**src/rtl/mem_bus_adapter.sv**
```systemverilog
// -----------------------------------------------------------------------------
// mem_bus_adapter
//
// Bridges the multicycle datapath memory port to a word-addressed external bus
// with a variable-latency req/ack handshake. The controller raises core_rd or
// core_wr for one sample, waits while core_busy is high, and advances on
// core_done (success) or core_err (misaligned address or bus timeout).
//
// Ports:
//   clk, rst             clock (rising edge), asynchronous active-high reset
//   core_rd, core_wr     request strobes, sampled only while idle
//   core_addr            byte address; low two bits must be zero
//   core_wdata           store data
//   core_rdata           read data, held until the next successful read
//   core_busy            high whenever a request is in progress
//   core_done            one-cycle pulse on successful completion
//   core_err             one-cycle pulse on misalignment or timeout
//   err_sticky           set on any error, cleared only by rst
//   bus_req/we/addr/wdata  bus request and its latched attributes
//   bus_ack, bus_rdata   bus completion and read data (valid with bus_ack)
// -----------------------------------------------------------------------------
module mem_bus_adapter #(
  parameter int ADDR_W  = 32,
  parameter int DATA_W  = 32,
  parameter int TIMEOUT = 15
) (
  input  logic              clk,
  input  logic              rst,
  input  logic              core_rd,
  input  logic              core_wr,
  input  logic [ADDR_W-1:0] core_addr,
  input  logic [DATA_W-1:0] core_wdata,
  output logic [DATA_W-1:0] core_rdata,
  output logic              core_busy,
  output logic              core_done,
  output logic              core_err,
  output logic              err_sticky,
  output logic              bus_req,
  output logic              bus_we,
  output logic [ADDR_W-1:0] bus_addr,
  output logic [DATA_W-1:0] bus_wdata,
  input  logic              bus_ack,
  input  logic [DATA_W-1:0] bus_rdata
);

  // A zero TIMEOUT still needs a one-bit counter so the logic stays legal.
  localparam int CNT_W = (TIMEOUT > 0) ? $clog2(TIMEOUT + 1) : 1;
  localparam logic [CNT_W-1:0] CNT_MAX = CNT_W'(TIMEOUT);

  typedef enum logic [1:0] {
    IDLE  = 2'd0,
    ISSUE = 2'd1,
    DONE  = 2'd2,
    ERR   = 2'd3
  } state_t;

  state_t           state;
  logic [CNT_W-1:0] cnt;
  logic [CNT_W-1:0] cnt_inc;
  logic             timeout_hit;

  // Saturating increment: the counter parks at TIMEOUT instead of wrapping.
  assign cnt_inc = (cnt == CNT_MAX) ? cnt : cnt + CNT_W'(1);

  // cnt counts ISSUE edges already taken; the edge that would bring it to
  // TIMEOUT is the last one allowed, so bus_req is high exactly TIMEOUT cycles.
  assign timeout_hit = (TIMEOUT != 0) && (cnt_inc == CNT_MAX);

  // Handshake outputs are pure state decodes, so there is no combinational
  // path from any input to any output.
  assign core_busy = (state != IDLE);
  assign bus_req   = (state == ISSUE);
  assign core_done = (state == DONE);
  assign core_err  = (state == ERR);

  always_ff @(posedge clk or posedge rst) begin
    if (rst) begin
      state      <= IDLE;
      cnt        <= '0;
      bus_we     <= 1'b0;
      bus_addr   <= '0;
      bus_wdata  <= '0;
      core_rdata <= '0;
      err_sticky <= 1'b0;
    end else begin
      case (state)
        IDLE: begin
          cnt <= '0;
          if (core_rd || core_wr) begin
            // A simultaneous read is dropped in favour of the write.
            bus_we    <= core_wr;
            bus_addr  <= core_addr;
            bus_wdata <= core_wdata;
            if (core_addr[1:0] != 2'b00) begin
              state      <= ERR;
              err_sticky <= 1'b1;
            end else begin
              state <= ISSUE;
            end
          end
        end

        ISSUE: begin
          cnt <= cnt_inc;
          // Ack is checked first so it wins over a timeout on the same edge.
          if (bus_ack) begin
            if (!bus_we) begin
              core_rdata <= bus_rdata;
            end
            state <= DONE;
          end else if (timeout_hit) begin
            state      <= ERR;
            err_sticky <= 1'b1;
          end
        end

        DONE: begin
          cnt   <= '0;
          state <= IDLE;
        end

        ERR: begin
          cnt   <= '0;
          state <= IDLE;
        end

        default: begin
          cnt   <= '0;
          state <= IDLE;
        end
      endcase
    end
  end

endmodule
```
**config.mk**
```make
export PLATFORM = sky130hd
export DESIGN_NAME = mem_bus_adapter
export DESIGN_NICKNAME = d
export VERILOG_FILES = /design/src/rtl/mem_bus_adapter.sv
export SDC_FILE = /design/constraint.sdc
export NUM_CORES = 1
export LEC_CHECK = 0
export BUFFER_PORTS_ARGS = -buffer_cell sky130_fd_sc_hd__buf_2
export CAP_MARGIN = 10
export CORE_MARGIN = 2
export CORE_UTILIZATION = 30
export CTS_CLUSTER_DIAMETER = 120
export CTS_CLUSTER_SIZE = 40
export DETAILED_ROUTE_END_ITERATION = 10
export PLACE_DENSITY = 0.59
export RECOVER_POWER = 25
export SLEW_MARGIN = 10
export SYNTH_ARGS = -nofsm -noshare
export SYNTH_HDL_FRONTEND = slang
export SYNTH_SLANG_ARGS = --single-unit
```
**constraint.sdc**
```tcl
create_clock -name clk -period 2.75 [get_ports clk]
set_input_delay 0 -clock clk [delete_from_list [all_inputs] [get_ports clk]]
set_output_delay 0 -clock clk [all_outputs]
set_load 0.1 [all_outputs]
```
==> summary.md <==
| Metric | Value |
|---|---|
| Outcome | `finished clean` |
| Initial core utilization | `0.3055` |
| Hold Buf Count CTS | `100` |
| Fraction of layout cells with a size suffix above 1 | `0.4649` |
| Syn_nets | `346` |
| Most common cell after layout, fill and taps aside | `buf_2` |
| Pre-CTS WS | `a little over 1000 ps` |
| Overflow after GRT | `0` |
| Layout Area Growth over Synthesis | `62.00%` |
| Synth Register Bits | `104` |
| Port bufs | `202` |
| DIE HEIGHT | `119.7 µm` |
| Register area share after synthesis | `0.6484` |
| Synth area leader | `dfrtp_1` |
| Final hold violation count | `0` |
| Final Max Slew Viols | `0` |
| Post-Syn Area | `4014 µm²` |
| RSZ-0062 raised after global routing | `false` |
| CTS sink cnt | `104` |
| Clock Latency Late Sink | `between 300 and 400 ps` |
| Nets | `652` |
| Root buf cell | `clkbuf_16` |
| Critical Path End Type | `flop` |
| Buf/Inv on CP | `1` |
| Commonest non-fill, non-tap cells in the layout | `buf_2 (191), dfrtp_1 (104), dlygate4sd3_1 (100), mux2_1 (51), mux2_2 (45)` |
| Slew HR | `0.06603` |
| Core Region | `13,140 µm²` |
| Ports | `203` |
| Antenna-violating nets left | `0` |
| CP Class | `reg2reg` |
| Final worst path period need | `1724 ps` |
| Drt first pass iters | `3` |
| CTS tree | `done` |
| CP Data Required Time | `2980 ps` |
| H-tree depth | `3` |
| Syn Area/Cell | `16.45 µm²` |
| Remaining DRCs | `0` |
| Cell variety after synth | `31` |
| Vias in the first global route | `3,335` |
| Main flop type after synthesis | `dfrtp_1` |
| Vias | `3,127` |
| Clock tree buffer depth | `2` |
| Worst path max stage delay | `450 ps` |
| Pin count of the biggest net entering global routing | `68` |
| Drt wl/cell | `13.67 µm` |
| Crit start category | `flop` |
| FMAX | `between 0.5 and 0.6 GHz` |
| Setup TNS | `0 ps` |
| Chip Width | `119.7 µm` |
| DP Area | `5194 µm²` |
| Top delay family on crit path | `flip-flops` |
| Final setup fails | `0` |
| All-Layer GR Usage | `0.1446` |
| Warnings, synthesis | `0` |
| N_diodes | `0` |
| Top post-synthesis cells by area | `dfrtp_1 (65%), mux2_1 (14%), mux2_2 (13%), buf_6 (2.2%), inv_1 (0.47%)` |
| Final period utilization | `0.6268` |
| Non-Filler Cell Area, Final | `between 6000 and 7000 µm²` |
| Post-synth EDFFs | `0` |
| Crit Path Max Fanout | `between 60 and 70` |
| Critical-path top delay cell | `dfrtp_1` |
| Dpl hpwl | `6502 µm` |
| Via density | `4.278` |
| Post-CTS setup buffers | `0` |
| Slew at the pin with the worst max-slew slack | `1399 ps` |
| Hold Crit Class | `in2reg` |
| Routed wire length | `9991 µm` |
| Max-cap violations | `0` |
| GPL Wtd Cong | `0.7252` |
| First-pass GRT wire length | `16,350 µm` |
| Post-synth top area share | `0.6484` |
| DRT iter0 DRCs | `91` |
| Clock-pin slew on the worst setup and hold paths | `70 ps` |
| Initial antenna violation count | `0` |
| Share of synthesized registers carrying an async set or reset | `1.000` |
| Synth Instances | `244` |
| Post_cts resized | `0` |
| Row cnt | `42` |
| CTS Buf Count | `9` |
| Final worst slack | `1026 ps` |
| Worst-path cell chain | `nor2_2, o21a_2, buf_12, mux2_2` |
| Fill count | `1,137` |
| DIE AREA | `14,320 µm²` |
| CP arrival | `1960 ps` |
| Fin Clk Skew | `approximately 8.3 ps` |
[worst reg2reg max path, stage by stage (launching register included)]
cell,delay (ps)
dfrtp_1,450
nor2_2,210
o21a_2,200
buf_12,280
mux2_2,480
[cell type report]
cell class,count,area [µm²],area share
sequential,104,2603,0.4002
clock buffer,12,246.5,0.03791
multi-input combinational,125,1291,0.1986
tap,176,220.2,0.03387
clock inverter,4,77.57,0.01193
timing repair buffer,305,2046,0.3146
inverter,5,18.77,0.002886
[metal layers]
metal  up-vias  routed length [µm]  GRT usage
li1       1474                   -          -
met1      1511                4076     0.1661
met2       125                4954     0.2436
met3        17                 782    0.05703
met4         0                 177    0.05368
met5         -                   0          0
[cells by family after synthesis]
family / synth area share
DFF: 0.6484
buffers and inverters: 0.03024
AOI/OAI and AO/OA: 0.02120
and+or+nand+nor: 0.02089
muxes: 0.2718
adders and majority gates: 0.003117
xor gates and xnor gates: 0.004365
[stage by stage]
step	utilization	hold WS (ps)	cells
6_report	0.4950	74.05	731
5_1_grt	0.4950	74.83	731
4_1_cts	0.4962	55.58	731
3_5_place_dp	0.3953	220.0	615
3_3_place_gp	0.3953	216.2	615
2_1_floorplan	-	96.58	244
[worst paths after layout]
kind	from	endpoint	slack, ps	depth (start not counted)
setup / recovery	state[0]	bus_addr[28]	1030	4
hold / removal	core_rd	err_sticky	70	4
setup reg to reg	state[0]	bus_addr[28]	1030	4
hold reg to reg	bus_addr[8]	bus_addr[8]	480	1
max in group asynchronous	rst	core_rdata[9]	1260	4
min in group asynchronous	rst	core_rdata[13]	620	3
[flip-flops by register name (all words and copies together), names as in the netlist]
register,cells
err_sticky,1
core_rdata,32
bus_we,1
bus_wdata,32
state,2
cnt,4
bus_addr,32
[synth_stat cells, types with 2 or more instances]
master,number
dfrtp_1,104
mux2_1,51
mux2_2,45
buf_6,8
inv_1,5
nor2_1,3
nand2_1,2
nand3_1,2
xnor2_1,2
Power is not shown: default switching activity piles up to over one toggle a cycle in this logic, so the estimate is an artifact.
